### config.mk
export PLATFORM = sky130hd
export DESIGN_NAME = control_fsm
export DESIGN_NICKNAME = d
export VERILOG_FILES = /design/src/rtl/control_fsm.sv
export SDC_FILE = /design/constraint.sdc
export NUM_CORES = 1
export LEC_CHECK = 0
export ABC_AREA = 1
export BUFFER_PORTS_ARGS = -buffer_cell sky130_fd_sc_hd__buf_4
export CAP_MARGIN = 15
export CORE_MARGIN = 2
export CORE_UTILIZATION = 54
export CTS_BUF_LIST = sky130_fd_sc_hd__clkbuf_8
export CTS_CLUSTER_DIAMETER = 30
export DETAILED_ROUTE_END_ITERATION = 12
export PLACE_DENSITY_LB_ADDON = 0.3
export SLEW_MARGIN = 0
export SYNTH_ARGS = -nofsm -noshare
export SYNTH_HDL_FRONTEND = slang
export SYNTH_SLANG_ARGS = --single-unit
### constraint.sdc
create_clock -name clk -period 2.9 [get_ports clk]
set_input_delay 0.435 -clock clk [delete_from_list [all_inputs] [get_ports clk]]
set_output_delay 0.435 -clock clk [all_outputs]
set_load 0.01 [all_outputs]
### src/rtl/control_fsm.sv
`default_nettype none
// ============================================================================
// Module      : control_fsm
// Description : Multi-cycle control unit for a small 8-bit processor.
//               Fetches one-byte instructions (plus an optional immediate
//               byte), decodes them and sequences the ALU and register file
//               through FETCH / DECODE / EXEC / IMM / WB / HALT.
// Revision    : 1.0 - initial release
// ============================================================================
module control_fsm (
  input  logic       clk,
  input  logic       rst_n,
  input  logic [7:0] instr_data,
  input  logic       instr_valid,
  output logic       instr_ready,
  input  logic       zero_in,
  output logic [7:0] pc,
  output logic [2:0] alu_ctrl,
  output logic       alu_flag,
  output logic [1:0] rf_raddr1,
  output logic [1:0] rf_raddr2,
  output logic [1:0] rf_waddr,
  output logic       rf_we,
  output logic       wb_sel,
  output logic [7:0] imm,
  output logic       halted
);

  typedef enum logic [2:0] {
    S_FETCH  = 3'd0,
    S_DECODE = 3'd1,
    S_EXEC   = 3'd2,
    S_IMM    = 3'd3,
    S_WB     = 3'd4,
    S_HALT   = 3'd5
  } state_t;

  localparam logic [2:0] c_OP_NAND = 3'b000;
  localparam logic [2:0] c_OP_ADD  = 3'b011;
  localparam logic [2:0] c_OP_SHF  = 3'b100;
  localparam logic [2:0] c_OP_LI   = 3'b010;
  localparam logic [2:0] c_OP_JZ   = 3'b101;
  localparam logic [2:0] c_OP_HALT = 3'b111;

  state_t     r_state;
  state_t     w_state_nxt;
  logic [7:0] r_pc;
  logic [7:0] w_pc_nxt;
  logic [7:0] r_ir;
  logic [7:0] w_ir_nxt;
  logic [7:0] r_imm;
  logic [7:0] w_imm_nxt;

  // Instruction field decode from the latched instruction register
  logic [2:0] w_op;
  logic       w_fl;
  logic [1:0] w_rd;
  logic [1:0] w_rs;
  logic [7:0] w_off_sx;
  logic       w_is_alu;
  logic       w_xfer;

  assign w_op     = r_ir[7:5];
  assign w_fl     = r_ir[4];
  assign w_rd     = r_ir[3:2];
  assign w_rs     = r_ir[1:0];
  assign w_off_sx = {{3{r_ir[4]}}, r_ir[4:0]};
  assign w_is_alu = (w_op == c_OP_NAND) || (w_op == c_OP_ADD) || (w_op == c_OP_SHF);

  // A byte is accepted only when the FSM is ready (state-decoded) and the source is valid
  assign w_xfer = instr_valid && instr_ready;

  // State, program counter, instruction and immediate registers with async reset
  always_ff @(posedge clk or negedge rst_n) begin
    if (!rst_n) begin
      r_state <= S_FETCH;
      r_pc    <= 8'h00;
      r_ir    <= 8'h00;
      r_imm   <= 8'h00;
    end else begin
      r_state <= w_state_nxt;
      r_pc    <= w_pc_nxt;
      r_ir    <= w_ir_nxt;
      r_imm   <= w_imm_nxt;
    end
  end

  // Next-state and datapath-register update logic
  always_comb begin
    w_state_nxt = r_state;
    w_pc_nxt    = r_pc;
    w_ir_nxt    = r_ir;
    w_imm_nxt   = r_imm;
    case (r_state)
      S_FETCH: begin
        if (w_xfer) begin
          w_ir_nxt    = instr_data;
          w_pc_nxt    = r_pc + 8'd1;
          w_state_nxt = S_DECODE;
        end
      end
      S_DECODE: begin
        if (w_is_alu) begin
          w_state_nxt = S_EXEC;
        end else if (w_op == c_OP_LI) begin
          w_state_nxt = S_IMM;
        end else if (w_op == c_OP_HALT) begin
          w_state_nxt = S_HALT;
        end else begin
          // JZ offset is relative to the already-incremented pc
          if ((w_op == c_OP_JZ) && zero_in) begin
            w_pc_nxt = r_pc + w_off_sx;
          end
          w_state_nxt = S_FETCH;
        end
      end
      S_EXEC: begin
        w_state_nxt = S_WB;
      end
      S_IMM: begin
        if (w_xfer) begin
          w_imm_nxt   = instr_data;
          w_pc_nxt    = r_pc + 8'd1;
          w_state_nxt = S_WB;
        end
      end
      S_WB: begin
        w_state_nxt = S_FETCH;
      end
      S_HALT: begin
        w_state_nxt = S_HALT;
      end
      default: begin
        w_state_nxt = S_FETCH;
      end
    endcase
  end

  // Moore outputs decoded purely from registered state and latched fields
  always_comb begin
    instr_ready = 1'b0;
    alu_ctrl    = 3'b000;
    alu_flag    = 1'b0;
    rf_raddr1   = 2'b00;
    rf_raddr2   = 2'b00;
    rf_waddr    = 2'b00;
    rf_we       = 1'b0;
    wb_sel      = 1'b0;
    halted      = 1'b0;
    case (r_state)
      S_FETCH: begin
        instr_ready = 1'b1;
      end
      S_DECODE: begin
        rf_raddr1 = w_rd;
        rf_raddr2 = w_rs;
      end
      S_EXEC: begin
        rf_raddr1 = w_rd;
        rf_raddr2 = w_rs;
        alu_ctrl  = w_op;
        alu_flag  = w_fl;
      end
      S_IMM: begin
        instr_ready = 1'b1;
      end
      S_WB: begin
        rf_raddr1 = w_rd;
        rf_raddr2 = w_rs;
        rf_waddr  = w_rd;
        rf_we     = 1'b1;
        wb_sel    = (w_op == c_OP_LI);
        if (w_is_alu) begin
          alu_ctrl = w_op;
          alu_flag = w_fl;
        end
      end
      S_HALT: begin
        halted = 1'b1;
      end
      default: begin
        instr_ready = 1'b0;
      end
    endcase
  end

  assign pc  = r_pc;
  assign imm = r_imm;

endmodule
`default_nettype wire

== After elaboration in Yosys (flattened, before gate mapping) ==
Cells that the tools add are included.
Storage, ports and cells
  memories kept: 0
  register bits after elaboration: 27
  output and inout bits: 30
  logic and storage cells: 59
  bits in read-only memories: 0
  bits in latches: 0
  RAM bits: 0
  input bits: 12
Cells by class
  add/subtract/negate cells: 2
  eq/ne operators: 17
  muxes and demuxes: 23
  div/mod/pow operators: 0
  reductions and logical operators: 13
  shift operators: 0
  bitwise logic cells: 0
  order comparisons: 0
  multiply operators: 0
Operators with widths (count)
  $mux W8: 5
  $mux W3: 6
  $pmux W8 S2: 1
  $eq A3 B3 Y1 const B: 5
  $pmux W3 S5: 1
  $eq A3 B2 Y1 const B: 4
  $ne A2 B2 Y1 const B: 6
  $add A8 B1 Y8 const B: 1
  $add A8 B8 Y8: 1
  $logic_not A3 Y1: 2
  $mux W2: 3
  $pmux W3 S2: 1
  $reduce_and A2 Y1: 3
  $reduce_and A6 Y1: 1
  $mux W1: 5
  $eq A3 B1 Y1 const B: 1
  $reduce_or A3 Y1: 1
  $logic_and A1 B1 Y1: 2
  $logic_or A1 B1 Y1: 2
  $ne A2 B1 Y1 const B: 1
  $pmux W1 S2: 1
  $reduce_bool A2 Y1: 1
  $reduce_or A2 Y1: 1

== Longest topological paths before layout ==
Gate-level depths: netlist of the first run.
  depth after elaboration: 7
  gate-level depth with buffers: 16
  depth with buffers taken out: 16

== Worst setup path before layout of the first run ==
No wires, ideal clock.
  path kind: register -> register
  start: register r_state[0]
  end: register r_pc[6], in the netlist pc[6]
  setup time: 0.117 ns
  cell stages (with the launch flop): 17
  path slack: 0.751 ns
  required time: 2.783 ns
  data arrival time: 2.032 ns
  cells stage by stage: dfrtp_1 > nor2_2 > nand2_4 > nand2_4 > clkinv_4 > nand2_1 > ha_1 > inv_1 > fa_1 > nor2_1 > a211oi_1 > nor2_1 > nand2_1 > nand2_1 > nand2_1 > nand3_1 > nand2_1
On the way
  word-level cells in the longest chain between the ends: 6
  elaborated cells between the ends (all ways): 14
  those cells by class: eq/ne (7); mux (2); reduce/logical (5)
Ends and longest elaborated chain
  from (decl): RTL line 45  | state_t r_state;
  from (signal assigned): RTL line 81  | r_state <= w_state_nxt;
  $eq A3 B2 Y1 / $logic_not A3 Y1 (equally long branches): RTL line 150  | case (r_state)
  $reduce_or A2 Y1 (no line) *
  $mux W1 *: RTL line 150
  named net instr_ready: RTL line 15  | output logic instr_ready,
  $logic_and A1 B1 Y1 *: RTL line 71  | assign w_xfer = instr_valid && instr_ready;
  $ne A2 B1 Y1 (no line) *
  $reduce_and A6 Y1 (no line) *
  to (signal assigned): RTL line 82  | r_pc <= w_pc_nxt;
  to (decl): RTL line 47  | logic [7:0] r_pc;
Mark *: on every way through the listed nets, which the timed path passes. The rest lies on a longest branch.
A chain may end at the register's enable or synchronous reset.

== Worst setup path in the final report of the first run ==
  start: register r_state[0]
  end: register r_pc[6], in the netlist pc[6]
On the way
  word-level cells in the longest chain between the ends: 6
  elaborated cells between the ends (all ways): 14
  those cells by class: eq/ne (7); mux (2); reduce/logical (5)
Ends and longest elaborated chain (RTL line)
  $eq A3 B2 Y1 / $logic_not A3 Y1 (equally long branches): 94, 150
  $reduce_or A2 Y1 (no line)
  $mux W1: 150
  $logic_and A1 B1 Y1: 71
  $ne A2 B1 Y1 (no line)
  $reduce_and A6 Y1 (no line)
Parallel ways exist; a longest one is shown, timed or not.

==> impl_metrics.ini, run 1 <==
[outcome]
status = finished, final reports clean

[detailed_routing]
drtPass1Iterations = 4
via_per_inst = 5.241
remaining_drc_errors = 0
drt_iter0_drc = 97
vias = 1368
routedWlPerCell_um = 13.12
route.antenna.remaining_nets = 0
drt_wl_total_mm = 3.424

[synthesis]
synth_fp_nets = 204
synth_seq_cells = 27
syn_area_per_cell_sq_um = 8.531
ys_warn_count = 0
ys_seq_area_frac = 0.4235
synthesis.area_sq_um = 1595
synth_cells = 187
ys.flop_type = dfrtp_1
synth_cell_types = 31
synthArstFlopShare = 1.000
synth-edff-count = 0

[sta]
max_clock_freq_ghz = 0.4211
timing.final.crit_share = 0.8189
rsz0062_at_grt = no
layout_setup_ws_ns = 0.5252
fin_crit_ns = 2.375
tightest_slew_ns = 0.8634
relSlewSlack = 0.4222
finalHoldViolCount = 0
setup_tns_ns = 0
fin_skew_ns = 0.005988
finalMaxSlewViolations = 0
setup_viol = 0

[clock_network]
postCtsHoldBufs = 0
cts_resized = 0
cts_tree = done
numCtsBuffers = 3
insertion_delay_ns = 0.27
clock_path_buffers = 2
cts.reportedPaths.clkPinSlew_ns = 0.09
cts-root-buf = clkbuf_8
post-cts-setup-buffers = 0
cts_htree_levels = 1
clock-sinks = 27

[floorplanning]
io_pins = 42
die_h_um = 58.35
dieArea_sq_um = 3405
die_w_um = 58.35
core_sq_um = 2781
rows = 19
initial_core_util = 0.5735

[critical_path]
cp.arrival_ns = 2.55
critPathRequiredTime_ns = 3.08
cp-start-kind = flip-flop
crit_type = reg2reg
worstSetupEndpointType = flip-flop
critPathMaxFanout = 6
r2r_cells = 16

[pwr]
vdd_ir_drop_max_mv = 1.017
power_density_nw_per_um2 = 1305
p_leak_nw = 1.038

[global_route]
overflow = 0
track_usage = 0.2231
grt_pass1_wl_mm = 5.733
grt_max_degree = 28
grt_pass1_vias = 1282
antenna_found_initial = 0

[placed_design]
place_hpwl_mm = 2.594
portBuffers = 41
gp_congestion = 0.8454
dpl_worst_slack_ns = 0.5969

[layout]
drive_gt1_frac = 0.3174
area_delta_synth_final_pct = 23.53
layout.nets = 248
num-fill-cells = 230
diodes = 0

[min_path]
hp-class = in2async

[run]
drv_cap = 0
==> critical path: stages (launching register included) <==
cell,delay (ns)
dfrtp_1,0.47
nor2_2,0.21
nand2_4,0.11
nand2_4,0.12
clkinv_4,0.07
nand2_1,0.06
ha_1,0.15
inv_1,0.05
fa_1,0.40
nor2_1,0.14
a211oi_1,0.09
nor2_1,0.13
nand2_1,0.07
nand2_1,0.06
nand2_1,0.04
nand3_1,0.07
nand2_1,0.05
==> sequential cells by signal (all words and copies together) (netlist names) <==
| register | flops |
|---|---|
| imm | 8 |
| pc | 8 |
| r_ir | 8 |
| r_state | 3 |
==> cells in the mapped netlist (all sizes together), types with 2 or more instances <==
library cell	number	share of area
a21oi	3	0.0094
mux2	8	0.056
inv	28	0.066
dfrtp	27	0.42
xnor2	2	0.011
nand4	5	0.020
xor2	3	0.016
buf	2	0.010
nand3	9	0.039
nand2	47	0.13
ha	4	0.031
nor2	23	0.064
o21ai	18	0.066
==> path summary, 6_finish.rpt <==
check | start | end | slack, ns
min in group clk | instr_data[2] | r_ir[2] | 0.38
max | r_state[0] | pc[6] | 0.53
max in group asynchronous | rst_n | r_state[1] | 2.58
max reg2reg | r_state[0] | pc[6] | 0.53
min | rst_n | imm[0] | 0.06
min reg2reg | imm[6] | imm[6] | 0.51
==> per-layer routing <==
layer,part of all wire,vias to the layer above,global-route usage
li1,-,686,-
met1,0.47,645,0.3188
met2,0.46,30,0.3371
met3,0.052,7,0.04396
met4,0.014,0,0.08638
met5,0,-,0
==> kinds of logic (layout without fill, tap and decap cells) <==
| logic type | Yosys count | after routing | share of synthesized area |
|---|---|---|---|
| fa+ha+maj | 5 | 5 | 0.04392 |
| compound gates | 25 | 25 | 0.1035 |
| flops | 27 | 27 | 0.4235 |
| mux | 8 | 8 | 0.05647 |
| buf+inv | 31 | 74 | 0.08157 |
| simple gates | 86 | 86 | 0.2635 |
| xor+xnor | 5 | 5 | 0.02746 |
==> stage by stage <==
stage                 util  cells  hold WS, ns  cell area, sq um  power, mW
global route        0.7085    261      0.06720              1971      2.817
floorplan                -    187       0.1394              1595      1.867
global placement    0.6923    257       0.3651              1926      2.319
CTS                 0.7085    261      0.06673              1971      2.577
finish              0.7085    261      0.05923              1971      2.573
detailed placement  0.6923    257       0.3683              1926      2.357
==> power by group <==
| part | internal [mW] | total (mW) | switching (mW) |
|---|---|---|---|
| combinational | 0.682 | 1.63 | 0.945 |
| clock | 0.0950 | 0.213 | 0.118 |
| sequential | 0.567 | 0.732 | 0.165 |
| total | 1.34 | 2.57 | 1.23 |
==> area by class of cell <==
cell class                      count  area (sq um)  share of cell area
Clock buffer                        3         41.29             0.02095
Inverter                           29         113.9             0.05778
Sequential cell                    27         675.6              0.3429
Tap cell                           31         38.79             0.01968
Multi-Input combinational cell    129         789.5              0.4006
Timing Repair Buffer               41         307.8              0.1562
Clock inverter                      1         3.754            0.001905
==> cells in the final DEF, fill, tap and decap left out, types with 2 or more instances in the layout <==
master and n:
nand2_1 41, buf_4 41, inv_1 27, dfrtp_1 27
nor2_1 19, o21ai_0 13, mux2_2 8, nand3_1 7
nand4_1 5, nand2_2 4, o21ai_2 4, ha_1 4
nor2_2 3, a21oi_1 3, xor2_1 3, clkbuf_8 3
inv_2 2, nand2_4 2, xnor2_1 2
Power figures use the tool's default switching activity.
==> run 2: changes to the inputs <==
CORE_UTILIZATION = 49   (was 54)
clock period = 2 ns   (was 2.9 ns; I/O delays follow)
==> impl_metrics.ini, run 2 (synthesized netlist as in run 1, its figures left out) <==
[global_route]
overflow = 0
use_met2 = 0.3845
use_met1 = 0.2886
grtUsageMet3 = 0.03782
track_usage = 0.2217
antenna_found_initial = 0
grt_max_degree = 28
grt_pass1_vias = 1396
busiest_layer = met2
grt_pass1_wl_mm = 6.134

[placed_design]
portBuffers = 41
gp_congestion = 0.8159
place_hpwl_mm = 2.720

[detailed_routing]
routedWlPerCell_um = 13.33
remaining_drc_errors = 0
drtPass1Iterations = 4
drt_iter0_drc = 68
drt_wl_total_mm = 3.985
via_per_inst = 4.963
vias = 1484
route.antenna.remaining_nets = 0

[pwr]
p_leak_nw = 1.173
power_density_nw_per_um2 = 1985
vdd_ir_drop_max_mv = 1.025

[critical_path]
critPathRequiredTime_ns = 2.18
worstSetupEndpoint = pc[6]
cp-start-kind = flip-flop
worstSetupEndpointType = flip-flop
r2r_cells = 16
cp.arrival_ns = 2.25
critPathMaxFanout = 5
r2r-start = r_state[1]
reg2reg_slack_ns = -0.07
regToRegEndpoint = pc[6]
cp-startpoint = r_state[1]
crit_type = reg2reg

[sta]
setup_viol = 6
finalHoldViolCount = 0
timing.final.crit_share = 1.034
fin_skew_ns = 0.002342
finalMaxSlewViolations = 0
relSlewSlack = 0.7556
setup_tns_ns = -0.2401
max_clock_freq_ghz = 0.4838
rsz0062_at_grt = yes
layout_setup_ws_ns = -0.06717
fin_crit_ns = 2.067
tightest_slew_ns = 0.3657

[clock_network]
cts-root-buf = clkbuf_8
cts.reportedPaths.clkPinSlew_ns = 0.10
clock_path_buffers = 2
insertion_delay_ns = 0.28
numCtsBuffers = 3
clock-sinks = 27
cts_htree_levels = 1
cts_tree = done

[min_path]
hp-class = in2reg
hp-start = instr_data[2]
hold_depth = 3

[run]
drv_cap = 0

[layout]
drive_gt1_frac = 0.4667
num-fill-cells = 240
fin_util = 0.7496
layout_common_cells = buf_4 (62), nand2_1 (38), dfrtp_1 (25)
final_common_cell = buf_4
diodes = 0
layout.nets = 273
area_delta_synth_final_pct = 44.63

[floorplanning]
core_sq_um = 3078
die_w_um = 61.06
initial_core_util = 0.5183
die_h_um = 61.06
rows = 20
dieArea_sq_um = 3728
io_pins = 42

[outcome]
failed_checks = setup timing
status = finished, violations left
## run 2: worst min-delay path by stage
stage               to  slack [ns]
3_3_place_gp   r_ir[5]        0.24
5_1_grt        r_ir[1]        0.23
4_1_cts        r_ir[3]        0.23
6_report       r_ir[2]        0.23
2_1_floorplan   imm[0]       0.004
3_5_place_dp   r_ir[5]        0.24
## run 2: what timing repair did
item | CTS | global route
hold buffers | 1 | 0
pin swaps | 8 | 13
cloned | 0 | 0
setup buffers | 2 | 8
gates resized for setup | 3 | 19
endpoints found under the hold margin | 27 | 0
setup endpoints to repair | 4 | 13
## run 2: final cells by class
cell class                 instances  area (sq um)  share of cell area
inverter                          29         113.9             0.04935
multi-input combinational        129         900.9              0.3905
sequential                        27         678.2              0.2939
timing repair buffer              66         509.2              0.2207
clock buffer                       3         41.29             0.01790
clock inverter                     1         8.758            0.003796
tap                               44         55.05             0.02386
## run 2: through the flow
step	hold slack [ns]	instances	setup WS, ns	cell area, sq um	power, mW
4_1_cts	0.2306	291	-0.07873	2160	4.164
3_5_place_dp	0.2353	284	-0.07837	2077	3.762
6_report	0.2259	299	-0.06717	2307	4.580
2_1_floorplan	0.004409	187	-0.06443	1625	2.788
5_1_grt	0.2268	299	-0.2429	2307	4.985
3_3_place_gp	0.2374	284	-0.01920	2077	3.685
## run 2: routing by layer
layer  vias to the layer above  share of wire  routed length [um]
met5                         -              0                   0
met4                         0         0.0088                  35
met3                         5          0.047                 189
met2                        33           0.53                2128
met1                       711           0.41                1631
li1                        735              -                   -
## run 2: critical path, cell delays in order (launching register included)
cell      delay [ns]
dfrtp_2         0.46
nor2_4          0.16
nand2_4         0.09
nand2_8         0.09
clkinv_4        0.06
nand2_4         0.05
ha_4            0.12
inv_2           0.03
fa_2            0.34
nor2_2          0.10
a211oi_2        0.06
nor2_1          0.11
nand2_1         0.07
nand2_1         0.06
nand2_1         0.05
nand3_1         0.06
nand2_1         0.05
## run 2: power breakdown
part | leakage, nW | switching [mW] | total [mW] | internal (mW)
combinational | 0.815 | 1.65 | 3.17 | 1.52
clock | 0.0261 | 0.189 | 0.335 | 0.147
sequential | 0.332 | 0.253 | 1.08 | 0.825
